**src/rtl/rv_alu_seq.sv**
```systemverilog
// rv_alu_seq: registered RV32I ALU with valid/ready handshake.
// Define RV_ALU_MULDIV_EN to add iterative RV32M multiply/divide.
module rv_alu_seq #(
  parameter int XLEN = 32
) (
  input  logic            clk,
  input  logic            rst_n,
  input  logic            in_valid,
  output logic            in_ready,
  input  logic [4:0]      op,
  input  logic [XLEN-1:0] a,
  input  logic [XLEN-1:0] b,
  output logic            out_valid,
  input  logic            out_ready,
  output logic [XLEN-1:0] result
);

  localparam int SHW = $clog2(XLEN);

  localparam logic [1:0] IDLE = 2'd0;
  localparam logic [1:0] BUSY = 2'd1;
  localparam logic [1:0] DONE = 2'd2;

  logic [1:0]      state;
  logic [XLEN-1:0] base_res;
  logic [SHW-1:0]  sh;
  logic            accept;

  assign sh        = b[SHW-1:0];
  assign in_ready  = (state == IDLE) || ((state == DONE) && out_ready);
  assign out_valid = (state == DONE);
  assign accept    = in_valid && in_ready;

  // Single-cycle base ALU; unknown codes give zero
  always_comb begin
    base_res = '0;
    case (op)
      5'd0: base_res = a + b;
      5'd1: base_res = a - b;
      5'd2: base_res = a << sh;
      5'd3: base_res = {{(XLEN-1){1'b0}}, $signed(a) < $signed(b)};
      5'd4: base_res = {{(XLEN-1){1'b0}}, a < b};
      5'd5: base_res = a ^ b;
      5'd6: base_res = a >> sh;
      5'd7: base_res = XLEN'($signed(a) >>> sh);
      5'd8: base_res = a | b;
      5'd9: base_res = a & b;
      default: base_res = '0;
    endcase
  end

`ifdef RV_ALU_MULDIV_EN
  logic [2*XLEN-1:0] p;
  logic [2*XLEN-1:0] nxt_p;
  logic [2*XLEN-1:0] prod;
  logic [XLEN-1:0]   m;
  logic [XLEN-1:0]   amag;
  logic [XLEN-1:0]   bmag;
  logic [XLEN-1:0]   q;
  logic [XLEN-1:0]   r;
  logic [XLEN-1:0]   m_res;
  logic [XLEN:0]     sum;
  logic [XLEN:0]     rs;
  logic [SHW-1:0]    cnt;
  logic [4:0]        mop;
  logic              neg;
  logic              neg_in;
  logic              sa;
  logic              sb;
  logic              is_m;
  logic              is_div;

  assign is_m   = (op >= 5'd10) && (op <= 5'd17);
  assign is_div = (op >= 5'd14);

  // Operand sign handling at accept
  always_comb begin
    sa     = 1'b0;
    sb     = 1'b0;
    neg_in = 1'b0;
    case (op)
      5'd11: begin
        sa     = a[XLEN-1];
        sb     = b[XLEN-1];
        neg_in = a[XLEN-1] ^ b[XLEN-1];
      end
      5'd12: begin
        sa     = a[XLEN-1];
        neg_in = a[XLEN-1];
      end
      5'd14: begin
        sa     = a[XLEN-1];
        sb     = b[XLEN-1];
        neg_in = (a[XLEN-1] ^ b[XLEN-1]) && (b != '0);
      end
      5'd16: begin
        sa     = a[XLEN-1];
        sb     = b[XLEN-1];
        neg_in = a[XLEN-1];
      end
      default: ;
    endcase
    amag = sa ? -a : a;
    bmag = sb ? -b : b;
  end

  // One shift-add or restoring-subtract step
  always_comb begin
    sum = {1'b0, p[2*XLEN-1:XLEN]} + (p[0] ? {1'b0, m} : '0);
    rs  = {p[2*XLEN-1:XLEN], p[XLEN-1]};
    if (mop >= 5'd14) begin
      if (rs >= {1'b0, m})
        nxt_p = {XLEN'(rs - {1'b0, m}), p[XLEN-2:0], 1'b1};
      else
        nxt_p = {rs[XLEN-1:0], p[XLEN-2:0], 1'b0};
    end else begin
      nxt_p = {sum, p[XLEN-1:1]};
    end
  end

  // Sign-corrected M result from the final step
  always_comb begin
    prod  = neg ? -nxt_p : nxt_p;
    q     = nxt_p[XLEN-1:0];
    r     = nxt_p[2*XLEN-1:XLEN];
    m_res = '0;
    case (mop)
      5'd10:               m_res = prod[XLEN-1:0];
      5'd11, 5'd12, 5'd13: m_res = prod[2*XLEN-1:XLEN];
      5'd14, 5'd15:        m_res = neg ? -q : q;
      default:             m_res = neg ? -r : r;
    endcase
  end
`endif

  // Handshake FSM and result register
  always_ff @(posedge clk or negedge rst_n) begin
    if (!rst_n) begin
      state  <= IDLE;
      result <= '0;
`ifdef RV_ALU_MULDIV_EN
      p      <= '0;
      m      <= '0;
      cnt    <= '0;
      mop    <= '0;
      neg    <= 1'b0;
`endif
    end else begin
      case (state)
        BUSY: begin
`ifdef RV_ALU_MULDIV_EN
          p   <= nxt_p;
          cnt <= cnt + 1'b1;
          if (cnt == SHW'(XLEN-1)) begin
            result <= m_res;
            state  <= DONE;
          end
`else
          state <= IDLE;
`endif
        end
        default: begin
          if (accept) begin
`ifdef RV_ALU_MULDIV_EN
            if (is_m) begin
              mop   <= op;
              neg   <= neg_in;
              cnt   <= '0;
              state <= BUSY;
              if (is_div) begin
                p <= {{XLEN{1'b0}}, amag};
                m <= bmag;
              end else begin
                p <= {{XLEN{1'b0}}, bmag};
                m <= amag;
              end
            end else
`endif
            begin
              result <= base_res;
              state  <= DONE;
            end
          end else if (state != DONE || out_ready) begin
            state <= IDLE;
          end
        end
      endcase
    end
  end

endmodule

```
**config.mk**
```make
export PLATFORM = sky130hd
export DESIGN_NAME = rv_alu_seq
export DESIGN_NICKNAME = d
export VERILOG_FILES = /design/src/rtl/rv_alu_seq.sv
export SDC_FILE = /design/constraint.sdc
export NUM_CORES = 1
export LEC_CHECK = 0
export ABC_CLOCK_PERIOD_IN_PS = 2990
export CAP_MARGIN = 20
export CORE_ASPECT_RATIO = 0.5
export CORE_UTILIZATION = 65
export DETAILED_ROUTE_END_ITERATION = 8
export GPL_TIMING_DRIVEN = 0
export PLACE_DENSITY = 0.88
export SETUP_SLACK_MARGIN = 0.2
export SLEW_MARGIN = 20
export SYNTH_ARGS = -nofsm -noshare
export SYNTH_HDL_FRONTEND = slang
export SYNTH_SLANG_ARGS = --single-unit
```
**constraint.sdc**
```tcl
create_clock -name clk -period 2.99 [get_ports clk]
set_input_delay 0.598 -clock clk [delete_from_list [all_inputs] [get_ports clk]]
set_output_delay 0.598 -clock clk [all_outputs]
set_load 0.01 [all_outputs]
```
==> results of run 1 <==
cell families after synthesis:
| family | count (synthesis) |
|---|---|
| AOI/OAI and AO/OA | 466 |
| and+or+nand+nor | 440 |
| DFF | 33 |
| adders and majority gates | 101 |
| xor gates and xnor gates | 21 |
| buffers and inverters | 209 |
| muxes | 124 |
synth_stat cells, drive strengths merged, types with 16 or more instances:
library cell	n	area share [%]
nand3	32	1.5
xnor2	18	1.5
dfrtp	33	8.0
o31ai	17	1.2
nor3	36	1.8
inv	98	3.6
mux2i	47	4.5
nand2	147	5.3
nor2	142	5.1
a211oi	16	1.2
a21o	20	1.5
a221oi	17	1.4
buf	54	2.9
a31oi	17	1.0
ha	99	12
o211ai	22	1.6
clkbuf	56	2.0
o21ai	118	5.7
a21oi	119	5.8
mux4	67	15
timing repair:
action,in CTS
pin swaps,88
endpoints found under the hold margin,0
gates resized for setup,497
buffers inserted,80
cloned,0
setup endpoints to repair,32
stage by stage:
| step | util [%] | setup WS (ns) | TNS, ns | hold WS (ns) | area [um^2] |
|---|---|---|---|---|---|
| floorplan | - | -0.3184 | -0.6678 | 0.3024 | 10610 |
| global placement | 76.89 | -1.354 | -31.77 | 0.4618 | 11910 |
| CTS | 89.52 | -0.2074 | -1.196 | 0.1654 | 13870 |
| detailed placement | 76.99 | -1.384 | -33.48 | 0.4669 | 11930 |
per-layer routing:
layer  GRT overflow  track usage [%]
met1              0            87.97
met3              0            76.98
met4              4            75.43
met2              6            94.70
met5              0            59.38
==> flow_summary.json, run 1 <==
{
  "outcome": "stopped before the end",
  "failing_step": "global routing",
  "tool.error": "[ERROR GRT-0116] Global routing finished with congestion. Check the congestion regions in the DRC Viewer.",
  "hpwl_um": 37920,
  "synthSimpleGateAreaFrac_pct": 19.09,
  "track_usage_pct": 85.00,
  "synth_xor_area_share_pct": 1.777,
  "cts.path.max_buffers": 2,
  "place.gp.congestion": 1.395,
  "synth_edf_count": 0,
  "netlist_area_um2": 10350,
  "die_w_um": 180.5,
  "grt_max_degree": 26,
  "ys_seq_elements": 33,
  "dp_cells": 1704,
  "grt_pass1_vias": 16850,
  "postCtsHoldBufs": 0,
  "htreeDepth": 2,
  "async_reset_ff_share_pct": 100.0,
  "syn_inst": 1394,
  "synth_cell_type_count": 80,
  "ys_seq_area_share_pct": 7.979,
  "synth.area.mux_share_pct": 20.54,
  "ys.flop_type": "dfrtp_1",
  "cts_inserted_buffers": 5,
  "synth_top_family_by_area": "compound AO/OA/AOI/OAI gates",
  "grt_overflow": 10,
  "synth.net_count": 1568,
  "synth.avg_cell_area_um2": 7.425,
  "port_buffers": 105,
  "start_util_pct": 66.80,
  "io_pins": 107,
  "die_height_um": 91.23,
  "std_cell_rows": 32,
  "clockRootBuffer": "clkbuf_16",
  "synth_compound_area_share_pct": 29.73,
  "synth_fa_ha_area_share_pct": 12.35,
  "cts.sinks": 33,
  "grt_pass1_wl_um": 104700,
  "ys_warn_count": 0
}
==> inputs of run 2 (changes only) <==
Settings changed: CORE_ASPECT_RATIO 0.5 to unset, CORE_UTILIZATION 65 to 40, PLACE_DENSITY 0.88 to unset, PLACE_DENSITY_LB_ADDON set to 0.15, SETUP_SLACK_MARGIN 0.2 to unset.
==> run 2 against run 1 <==
The flow now finishes, with violations (design-rule violations, negative setup slack). Area after synthesis did not move. Synthesized cell count did not move.
==> flow_summary.json, run 2 <==
{
  "syn_inst": 1394,
  "die_height_um": 162.9,
  "cts.path.max_buffers": 2,
  "worst-path-max-fanout": 3,
  "async_reset_ff_share_pct": 100.0,
  "worst_pin_slew_ns": 0.8464,
  "clockRootBuffer": "clkbuf_16",
  "path_clk_slew_ns": 0.07,
  "routed_wl_um": 63570,
  "wl_per_cell_um": 32.40,
  "grt_pass1_vias": 13050,
  "largest_reg_flops": 32,
  "min_period_ns": 3.287,
  "die_w_um": 162.9,
  "ys_seq_area_share_pct": 7.979,
  "diodes": 0,
  "slowest_delay_ns": 0.52,
  "drive_above_1_share_pct": 36.70,
  "synth_cell_type_count": 80,
  "hpwl_um": 46940,
  "setup_violations": 22,
  "final_antenna_net_count": 0,
  "synth_top_family_by_area": "compound AO/OA/AOI/OAI gates",
  "num_vias": 13950,
  "synthSimpleGateAreaFrac_pct": 19.09,
  "htreeDepth": 2,
  "cts_inserted_buffers": 5,
  "worst-setup-path-type": "in2reg",
  "synth_compound_area_share_pct": 29.73,
  "antenna_found_initial": 0,
  "finish.utilization_pct": 59.69,
  "vias_per_cell": 7.108,
  "synth.avg_cell_area_um2": 7.425,
  "io_pins": 107,
  "min_path_type": "in2async",
  "insertion_delay_ns": 0.29,
  "hold_viol_final": 0,
  "synthTopCellsByArea": "mux4_2 13%, ha_1 12%, dfrtp_1 8.0%, a21oi_1 5.7%, nand2_1 5.3%",
  "maxCapViolations": 0,
  "firstDrtPassIters": 9,
  "drtIter0Drc": 2168,
  "startpoint_type": "input pin",
  "setup_slack_ns": -0.2966,
  "place.gp.congestion": 1.080,
  "synth_most_common_cell": "nand2_1",
  "grt_overflow": 0,
  "synth.net_count": 1568,
  "ys_seq_elements": 33,
  "p_total_w": 0.003957,
  "route.detailed.drc": 2,
  "core_area_um2": 25250,
  "largest_registers": "result: 32 flops, state: 1 flops",
  "cts_tree": "done",
  "slew_headroom_pct": 43.57,
  "worstPathRequired_ns": 3.14,
  "grt_max_degree": 28,
  "skew_ns": 0.006725,
  "regArea_um2": 825.8,
  "synth_edf_count": 0,
  "crit_family": "compound AO/OA/AOI/OAI gates",
  "std_cell_rows": 58,
  "layout_commonest_cell": "nand2_1",
  "path_buf_inv": 4,
  "port_buffers": 105,
  "outcome": "finished with violations",
  "fin_crit_sh_pct": 109.9,
  "critical_path_arrival_ns": 3.44,
  "synth.area.mux_share_pct": 20.54,
  "slew_viol_final": 0,
  "die-area_um2": 26520,
  "cts.sinks": 33,
  "ys.flop_type": "dfrtp_1",
  "grt_setup_unrepaired": "true",
  "largest-register": "result",
  "multi_input_area_um2": 10130,
  "netlist_area_um2": 10350,
  "dpl_worst_slack_ns": -1.764,
  "crit_chain": "buf_8, buf_8, buf_12, clkinv_8, fa_2, nor2b_4, o31a_1, o21a_1, a211o_1, a21o_1, or4b_4, a21oi_2, mux2i_1, a32oi_1",
  "yosys.area.top_type_share_pct": 12.62,
  "max_freq_mhz": 304.3,
  "synth_fa_ha_area_share_pct": 12.35,
  "tns_ns": -2.268,
  "synth_xor_area_share_pct": 1.777,
  "grt_pass1_wl_um": 89500,
  "endpoint_kind": "flip-flop",
  "slowest_stage": "or4b_4",
  "start_util_pct": 40.98,
  "p_leak_nw": 6.073,
  "cpMostUsedCell": "buf_8",
  "syn_to_final_growth_pct": 45.65,
  "layout.nets": 1805,
  "power_density_nw_per_um2": 262.5,
  "yosys.area.top_type": "mux4_2",
  "ys_warn_count": 0,
  "track_usage_pct": 46.72,
  "nFillCells": 2272,
  "final_cell_mix": "136 x nand2_1, 123 x nor2_1, 113 x buf_4",
  "ir_drop_mv": 0.1941,
  "violations": "design-rule violations, negative setup slack",
  "synth_commonest_cells": "147 x nand2_1, 142 x nor2_1, 118 x a21oi_1, 109 x o21ai_0, 99 x ha_1"
}
run 2: worst reg2reg max path: cells and delay by family (launching register included):
kind	cells	cell delay [ns]
DFF	1	0.40
and+or+nand+nor	4	1.53
buffers and inverters	1	0.36
AOI/OAI and AO/OA	1	0.19
run 2: path summary, 6_finish.rpt:
kind | endpoint | slack, ns | start | depth (start not counted)
min in group clk | result[5]$_DFFE_PN0P_ | 0.48 | result[5]$_DFFE_PN0P_ | 2
max reg2reg | result[20]$_DFFE_PN0P_ | 0.45 | state[1]$_DFFE_PN0P_ | 6
min reg2reg | result[5]$_DFFE_PN0P_ | 0.48 | result[5]$_DFFE_PN0P_ | 2
min | result[6]$_DFFE_PN0P_ | 0.18 | rst_n | 1
max in group asynchronous | result[31]$_DFFE_PN0P_ | 2.34 | rst_n | 2
max | result[28]$_DFFE_PN0P_ | -0.30 | b[1] | 14
run 2: routing by layer:
metal  vias up  share of wire, %  global-route usage, %
li1       5689                 -                      -
met1      6652                38                  62.42
met2      1291                41                  69.30
met3       313                13                  11.46
met4         0               6.7                  24.13
met5         -                 0                      0
run 2: layout make-up:
cell class	count	share of cell area [%]
multi-input combinational	1152	67.18
timing repair buffer	241	14.77
buffer	99	5.943
sequential	33	5.478
inverter	99	2.963
tap	330	2.739
clock buffer	6	0.8549
clock inverter	2	0.06640
run 2: report_power, final:
| part | leakage, nW | switching, W | internal (W) | total [W] |
|---|---|---|---|---|
| Sequential | 0.450 | 0.0000148 | 0.000470 | 0.000485 |
| Combinational | 5.55 | 0.00171 | 0.00121 | 0.00293 |
| Clock | 0.0706 | 0.000239 | 0.000308 | 0.000547 |
| Total | 6.07 | 0.00196 | 0.00199 | 0.00396 |
run 2: repair_timing:
action	CTS	global route
endpoints found under the hold margin	0	0
pin swaps	59	106
hold buffers	0	0
resized for setup	494	246
buffers inserted	76	62
setup endpoints to repair	32	32
gates cloned	1	2
run 2: cell families (layout without fill, tap and decap cells):
kind of cell,Yosys count,after routing
buffers and inverters,209,447
multiplexers,124,124
AO/OA/AOI/OAI,466,466
flip-flops,33,33
AND/OR/NAND/NOR,440,440
adder cells (fa/ha/maj),101,101
XOR/XNOR,21,21
run 2: through the flow:
stage | area (um^2) | hold slack [ns] | instances
2_1_floorplan | 10570 | 0.3024 | 1394
3_3_place_gp | 12030 | 0.4632 | 1829
3_5_place_dp | 12050 | 0.4707 | 1830
4_1_cts | 13880 | 0.1679 | 1908
5_1_grt | 15070 | 0.1751 | 1962
6_report | 15070 | 0.1757 | 1962
Note: power is estimated with default switching activity, not from simulation.
